### config.mk
export PLATFORM = sky130hd
export DESIGN_NAME = wb_ram_arbiter
export DESIGN_NICKNAME = d
export VERILOG_FILES = /design/src/rtl/wb_arb_pkg.sv /design/src/rtl/wb_arb_watchdog.sv /design/src/rtl/wb_ram_arbiter.sv
export SDC_FILE = /design/constraint.sdc
export NUM_CORES = 1
export LEC_CHECK = 0
export ABC_AREA = 1
export CORE_AREA = 2 2 148 150
export DETAILED_ROUTE_END_ITERATION = 7
export DIE_AREA = 0 0 150 152
export MAX_ROUTING_LAYER = met4
export PLACE_DENSITY_LB_ADDON = 0.12
export SETUP_SLACK_MARGIN = 0.1
export SLEW_MARGIN = 20
export SYNTH_ARGS = -nofsm -noshare
export SYNTH_HDL_FRONTEND = slang
export SYNTH_SLANG_ARGS = --single-unit
### constraint.sdc
create_clock -name wb_clk_i -period 2.95 [get_ports wb_clk_i]
set_input_delay 0.295 -clock wb_clk_i [delete_from_list [all_inputs] [get_ports wb_clk_i]]
set_output_delay 0.295 -clock wb_clk_i [all_outputs]
set_load 0.02 [all_outputs]
### src/rtl/wb_arb_pkg.sv
// Shared types, constants and the round-robin selection helper for the
// wb_ram arbiter.
package wb_arb_pkg;

    typedef enum logic {
        IDLE  = 1'b0,
        GRANT = 1'b1
    } arb_state_t;

    // Wishbone B3 cycle-type codes seen on the CTI lines.
    localparam logic [2:0] CTI_CLASSIC = 3'b000;
    localparam logic [2:0] CTI_INCR    = 3'b010;
    localparam logic [2:0] CTI_EOB     = 3'b111;

    // Upper bound on the master count; rr_pick works on vectors this wide.
    localparam int MAX_MASTERS = 8;

    // First requester strictly after 'last', wrapping modulo n. If nobody
    // requests, 'last' is returned unchanged (the caller only uses the
    // result when at least one request is present).
    function automatic logic [2:0] rr_pick(input logic [MAX_MASTERS-1:0] req,
                                           input logic [2:0]             last,
                                           input int                     n);
        logic [2:0] pick;
        logic       found;
        int         idx;
        pick  = last;
        found = 1'b0;
        for (int i = 1; i <= MAX_MASTERS; i++) begin
            idx = (int'(last) + i) % n;
            if (!found && (i <= n) && req[idx[2:0]]) begin
                pick  = idx[2:0];
                found = 1'b1;
            end
        end
        return pick;
    endfunction

endpackage

### src/rtl/wb_arb_watchdog.sv
// Per-access stall watchdog: counts strobe cycles without a slave response
// and raises a one-cycle abort when the wait reaches TIMEOUT cycles.
module wb_arb_watchdog #(
    parameter int TIMEOUT = 255
) (
    input  logic clk,
    input  logic rst_n,
    input  logic active,   // arbiter is in GRANT
    input  logic stb,      // granted master's strobe, before abort masking
    input  logic resp,     // any of ack/err/rty from the slave
    output logic abort
);

    localparam int            CW   = (TIMEOUT > 1) ? $clog2(TIMEOUT) : 1;
    localparam logic [CW-1:0] LAST = CW'(TIMEOUT - 1);

    logic [CW-1:0] count;

    // A real slave response in the would-be abort cycle takes precedence.
    assign abort = active && stb && !resp && (count == LAST);

    // Wait counter: clears on response, abort or leaving GRANT.
    // NOTE: sequential state is updated with <= so every flop samples the
    // pre-edge values regardless of the order the blocks are evaluated in.
    always_ff @(posedge clk or negedge rst_n) begin
        if (!rst_n) begin
            count <= '0;
        end else if (!active || resp || abort) begin
            count <= '0;
        end else if (stb) begin
            count <= count + 1'b1;
        end
    end

endmodule

### src/rtl/wb_ram_arbiter.sv
// Round-robin Wishbone B3 arbiter sharing one wb_ram slave between several
// masters. Ownership lasts for the whole bus cycle (cyc high), bursts
// included; a one-cycle IDLE gap separates consecutive owners.
module wb_ram_arbiter
    import wb_arb_pkg::*;
#(
    parameter int NUM_MASTERS = 3,
    parameter int AW          = 32,
    parameter int DW          = 32,
    parameter int TIMEOUT     = 255
) (
    input  logic                        wb_clk_i,
    input  logic                        wb_rst_n_i,
    input  logic [NUM_MASTERS*AW-1:0]   m_adr_i,
    input  logic [NUM_MASTERS*DW-1:0]   m_dat_i,
    input  logic [NUM_MASTERS*DW/8-1:0] m_sel_i,
    input  logic [NUM_MASTERS-1:0]      m_we_i,
    input  logic [NUM_MASTERS-1:0]      m_cyc_i,
    input  logic [NUM_MASTERS-1:0]      m_stb_i,
    input  logic [NUM_MASTERS*3-1:0]    m_cti_i,
    input  logic [NUM_MASTERS*2-1:0]    m_bte_i,
    output logic [DW-1:0]               m_dat_o,
    output logic [NUM_MASTERS-1:0]      m_ack_o,
    output logic [NUM_MASTERS-1:0]      m_err_o,
    output logic [NUM_MASTERS-1:0]      m_rty_o,
    output logic [AW-1:0]               s_adr_o,
    output logic [DW-1:0]               s_dat_o,
    output logic [DW/8-1:0]             s_sel_o,
    output logic                        s_we_o,
    output logic                        s_cyc_o,
    output logic                        s_stb_o,
    output logic [2:0]                  s_cti_o,
    output logic [1:0]                  s_bte_o,
    input  logic [DW-1:0]               s_dat_i,
    input  logic                        s_ack_i,
    input  logic                        s_err_i,
    input  logic                        s_rty_i,
    output logic [NUM_MASTERS-1:0]      grant_o
);

    localparam int SW = DW / 8;
    localparam int IW = (NUM_MASTERS > 1) ? $clog2(NUM_MASTERS) : 1;

    arb_state_t    state, state_nxt;
    logic [IW-1:0] g_idx, g_idx_nxt;
    logic [IW-1:0] last_owner, last_owner_nxt;
    logic          granted;
    logic          resp;
    logic          abort;

    assign granted = (state == GRANT);
    assign resp    = s_ack_i | s_err_i | s_rty_i;

    wb_arb_watchdog #(
        .TIMEOUT (TIMEOUT)
    ) u_wdog (
        .clk    (wb_clk_i),
        .rst_n  (wb_rst_n_i),
        .active (granted),
        .stb    (granted & m_stb_i[g_idx]),
        .resp   (resp),
        .abort  (abort)
    );

    // State, owner and rotation pointer registers; last_owner starts at the
    // top index so master 0 wins the first arbitration.
    always_ff @(posedge wb_clk_i or negedge wb_rst_n_i) begin
        if (!wb_rst_n_i) begin
            state      <= IDLE;
            g_idx      <= '0;
            last_owner <= IW'(NUM_MASTERS - 1);
        end else begin
            state      <= state_nxt;
            g_idx      <= g_idx_nxt;
            last_owner <= last_owner_nxt;
        end
    end

    // Next-state logic: pick in IDLE, release when the owner drops cyc.
    // NOTE: every signal driven here gets a default first, so no path can
    // leave one unassigned and infer a latch.
    always_comb begin
        state_nxt      = state;
        g_idx_nxt      = g_idx;
        last_owner_nxt = last_owner;
        case (state)
            IDLE: begin
                if (|m_cyc_i) begin
                    g_idx_nxt = IW'(rr_pick(MAX_MASTERS'(m_cyc_i),
                                            3'(last_owner), NUM_MASTERS));
                    state_nxt = GRANT;
                end
            end
            GRANT: begin
                if (!m_cyc_i[g_idx]) begin
                    state_nxt      = IDLE;
                    last_owner_nxt = g_idx;
                end
            end
            default: state_nxt = IDLE;
        endcase
    end

    // Request mux to the slave and response routing back to the owner only.
    always_comb begin
        s_adr_o = '0;
        s_dat_o = '0;
        s_sel_o = '0;
        s_we_o  = 1'b0;
        s_cyc_o = 1'b0;
        s_stb_o = 1'b0;
        s_cti_o = '0;
        s_bte_o = '0;
        m_ack_o = '0;
        m_err_o = '0;
        m_rty_o = '0;
        grant_o = '0;
        m_dat_o = s_dat_i;
        if (granted) begin
            s_adr_o        = m_adr_i[g_idx*AW +: AW];
            s_dat_o        = m_dat_i[g_idx*DW +: DW];
            s_sel_o        = m_sel_i[g_idx*SW +: SW];
            s_we_o         = m_we_i[g_idx];
            s_cyc_o        = m_cyc_i[g_idx];
            s_stb_o        = m_stb_i[g_idx] & ~abort;
            s_cti_o        = m_cti_i[g_idx*3 +: 3];
            s_bte_o        = m_bte_i[g_idx*2 +: 2];
            grant_o[g_idx] = 1'b1;
            m_ack_o[g_idx] = s_ack_i;
            m_err_o[g_idx] = s_err_i | abort;
            m_rty_o[g_idx] = s_rty_i;
        end
    end

endmodule

==> results list <==
- Number of global-route vias before repair: 4420
- Largest family of logic cells by synthesized area: simple AND/OR/NAND/NOR gates
- Hold/Removal Path Class: in2async
- Ranked by total cell area, the synthesized netlist is headed by sky130_fd_sc_hd__nand2_1, sky130_fd_sc_hd__nand3_1, sky130_fd_sc_hd__dfrtp_1.
* Number of enable flip-flop cells after synthesis: 0
- The routed layout has 4479 vias.
- Synth Warn #: 0
- First drt pass iteration count: 4
* DRC: 0
* Sort of element at the end of the critical path: output pin
- Of the total power, the share spent switching nets is 0.537.
- Die outline height: 152 um
- Power density over cell area: 797 nW/um^2
- The setup path with the least slack is of type reg2out.
* Sequential fraction of the synthesis area: 0.113
- Aggregate global routing overflow: 0
* CTS Buf Count: 3
- Synthesized Nets: 848
- Post-Synth XOR/XNOR Area: 0.00607
- Proportion of synthesized flip-flops having asynchronous set or reset: 1.00
* Tightest Pin Transition: 670 ps
- Counting distinct cell types in the post-synthesis netlist gives 28.
- The run finished with clean final reports.
- Internal power contribution: ~0.0023 W
- Of the post-synthesis cell area, the dominant cell type holds 0.351.
* Most frequently used flop master after synthesis: sky130_fd_sc_hd__dfrtp_1
- From left edge to right edge, the die measures 150 um.
- CTS tree: built
* Floorplan Core Area: around 21000 um^2
- Remaining antenna violation count: 0
- Of the total synthesized cell area, the portion taken by AND, OR, NAND and NOR gates is 0.580.
* Global-route wire length before repair: between 20000 and 25000 um
* Top cell type by total area after synthesis: sky130_fd_sc_hd__nand2_1
* Complex-gate fraction of the synthesized area: 0.0620
- Layout Skew: around 1.6 ps
- The worst-case IR drop observed on VDD is between 0.0002 and 0.0003 V.
- Start of the worst register-to-register path: last_owner[1]
* Flip-flop and latch count after synthesis: 13
* Cell area after synthesis: 2890 um^2
- Input and output buffers added on the ports amount to 320.
* Estimated wirelength of the detail-placed design: about 14000 um
* Final-stage net count: 1123
- Routed metal-1 wire length: 7040 um
- Number of endpoints with negative hold slack in the final report: 0
* R2R Path End: g_idx[1]
- In this run the register-to-register setup slack is 810 ps.
- After clock tree synthesis, the setup repair step added 0 buffers.
- Combinational cell fraction of total power: 0.896
- Synthesized-area fraction occupied by adder cells: 0.0390
- Static leakage power: 2.77 nW
- Count of placed standard cells in the final layout, fillers left out: 1129
- In this run the power spent charging and discharging nets is 0.00269 W.
* Wirelength per Cell: roughly 15 um
- Sequential share of power: 0.054
- Area growth from synthesis to final layout: 118%
- Number of buffers inserted for hold repair after clock tree synthesis: 0
- H-tree Lvls: 1
* Share of final-layout standard cells stronger than drive strength 1: 0.0342
- Wire segments on met2 add up to 8130 um in the final route.
* Amount of wire on met3 after detailed routing: roughly 1300 um
- Post-route minimum period: 2700 ps
* Number of setup violations in the final report: 0
* Highest attainable clock frequency: 0.371 GHz
- After technology mapping, the gate count stands at 574.
- Pin count of the biggest net entering global routing: 45
- The floorplan has 54 rows.
- For the final routed database, the setup TNS stands at 0 ps.
* Proportion of synthesized area in mux cells: 0
* Signal arrival time at the worst endpoint: 2400 ps
- Setup repair after global routing left no endpoint under its margin.
* Number of antenna violations at the first check in global routing: 1
- The root buffer cell chosen for the clock tree is sky130_fd_sc_hd__clkbuf_16.
* Global-route usage over all layers: 0.143
- Relative slew slack: 0.550
* Routability Congestion: just over 0.8
- Worst Path Required: ~2700 ps
* Part of the total power dissipated in the clock network: 0.050
- The floorplan step defined a die boundary enclosing 22800 um^2.
* Clock sinks: 13
- STA classifies the critical path startpoint as a flop.
* Effective utilization at floorplan: 0.135
* Number of placed instances with taps included: 1124
* Number of violations reported at the end of detailed-routing iteration 0: between 100 and 150
- Highest signal layer in the routed design: met4
* Max clock buf depth: 2
* Final Routed Wirelength: 16700 um
* Period utilization: 0.914
- Crit-path max FO: 35
* Maximum capacitance violations: 0
- Register clock-pin slew on the reported worst setup and hold paths: 40 ps
* IO Pins: 385
* Post-synthesis area per instance: 5.03 um^2
* Count of instances resized after the clock tree is built: 0
* Insertion delay to the later sink of the worst-skew pair: 240 ps
* Mean number of vias per cell: 3.97
- Slew Limit Fails: 0
- Counting cells, the worst reg-to-reg path comes to 11.
-- worst max-delay path, stage by stage, from the launching register on --
cell	delay [ps]
sky130_fd_sc_hd__dfrtp_1	480
sky130_fd_sc_hd__nor2_4	180
sky130_fd_sc_hd__buf_4	370
sky130_fd_sc_hd__nand2_1	170
sky130_fd_sc_hd__a31oi_1	260
sky130_fd_sc_hd__clkdlybuf4s50_1	660
-- cells in the final DEF, fill, tap and decap left out, types with 4 or more instances in the layout --
cell type | Yosys | final
sky130_fd_sc_hd__nor2_1 | 27 | 25
sky130_fd_sc_hd__nand2_1 | 270 | 270
sky130_fd_sc_hd__a22oi_1 | 5 | 5
sky130_fd_sc_hd__inv_2 | 4 | 4
sky130_fd_sc_hd__dfrtp_1 | 12 | 12
sky130_fd_sc_hd__ha_1 | 9 | 9
sky130_fd_sc_hd__a31oi_1 | 6 | 6
sky130_fd_sc_hd__nand4_1 | 4 | 4
sky130_fd_sc_hd__buf_4 | 32 | 7
sky130_fd_sc_hd__clkdlybuf4s50_1 | 0 | 320
sky130_fd_sc_hd__nor2_4 | 1 | 4
sky130_fd_sc_hd__a21oi_1 | 5 | 5
sky130_fd_sc_hd__inv_1 | 55 | 55
sky130_fd_sc_hd__nand3_1 | 88 | 88
sky130_fd_sc_hd__o21ai_0 | 9 | 9
-- cell usage after synthesis, drive strengths merged (3+ instances only) --
master  instances
clkbuf         14
nand3          89
a22oi           5
a31oi           6
nor3            3
nand4           5
buf            46
inv            59
nor2           32
o21ai          12
nand2         271
a21oi           5
ha              9
dfrtp          12
-- worst max path at each step --
stage | end | from | cells past startpoint
final | s_adr_o[3] | g_idx[1] | 5
after global routing | s_adr_o[3] | g_idx[0] | 6
after CTS | s_adr_o[3] | g_idx[0] | 6
after detailed placement | s_adr_o[3] | g_idx[0] | 6
after global placement | s_adr_o[3] | g_idx[0] | 6
after floorplan | s_adr_o[17] | g_idx[1] | 5
-- final cells by class --
cell class	instances	area, um^2
inverters	59	221
diodes	1	2.50
clock buffers	4	78.8
fillers	2427	15100
repair buffers	330	3320
multi-input cells	442	2000
flip-flops and latches	13	327
well taps	280	350
-- metal layers --
metal | up-vias | GRT usage
met5 | - | -
met4 | 0 | 0.0301
met3 | 24 | 0.0252
met2 | 213 | 0.250
met1 | 1940 | 0.170
li1 | 2302 | -
-- power by group through the flow --
stage | Sequential [W] | Clock, W | Combinational (W)
2_1_floorplan | 0.000249 | 0 | 0.00245
3_3_place_gp | 0.000277 | 0 | 0.00462
3_5_place_dp | 0.000274 | 0 | 0.00458
4_1_cts | 0.000273 | 0.000257 | 0.00460
5_1_grt | 0.000279 | 0.000265 | 0.00491
6_report | 0.000272 | 0.000249 | 0.00449
-- cells by family (layout without fill, tap and decap cells) --
family | count (synthesis) | in the layout
xor+xnor | 2 | 2
other cells | 0 | 1
buf+inv | 119 | 393
compound gates | 29 | 29
fa+ha+maj | 9 | 9
flops | 13 | 13
simple gates | 402 | 402
-- through the flow --
step | hold WS, ps | util | cell area (um^2) | setup WS, ps | power (W)
3_3_place_gp | 530 | 0.291 | 6220 | 445 | 0.00489
5_1_grt | 489 | 0.295 | 6300 | 113 | 0.00545
2_1_floorplan | -0.591 | - | 2890 | 1120 | 0.00270
4_1_cts | 485 | 0.295 | 6290 | 210 | 0.00513
6_report | 449 | 0.295 | 6300 | 253 | 0.00502
3_5_place_dp | 523 | 0.291 | 6220 | 466 | 0.00485
-- state kept, by name, summed over array words and instances (netlist names) --
signal        count
u_wdog.count      8
g_idx             2
last_owner        2
granted           1
Note: power is estimated with default switching activity, not from simulation.
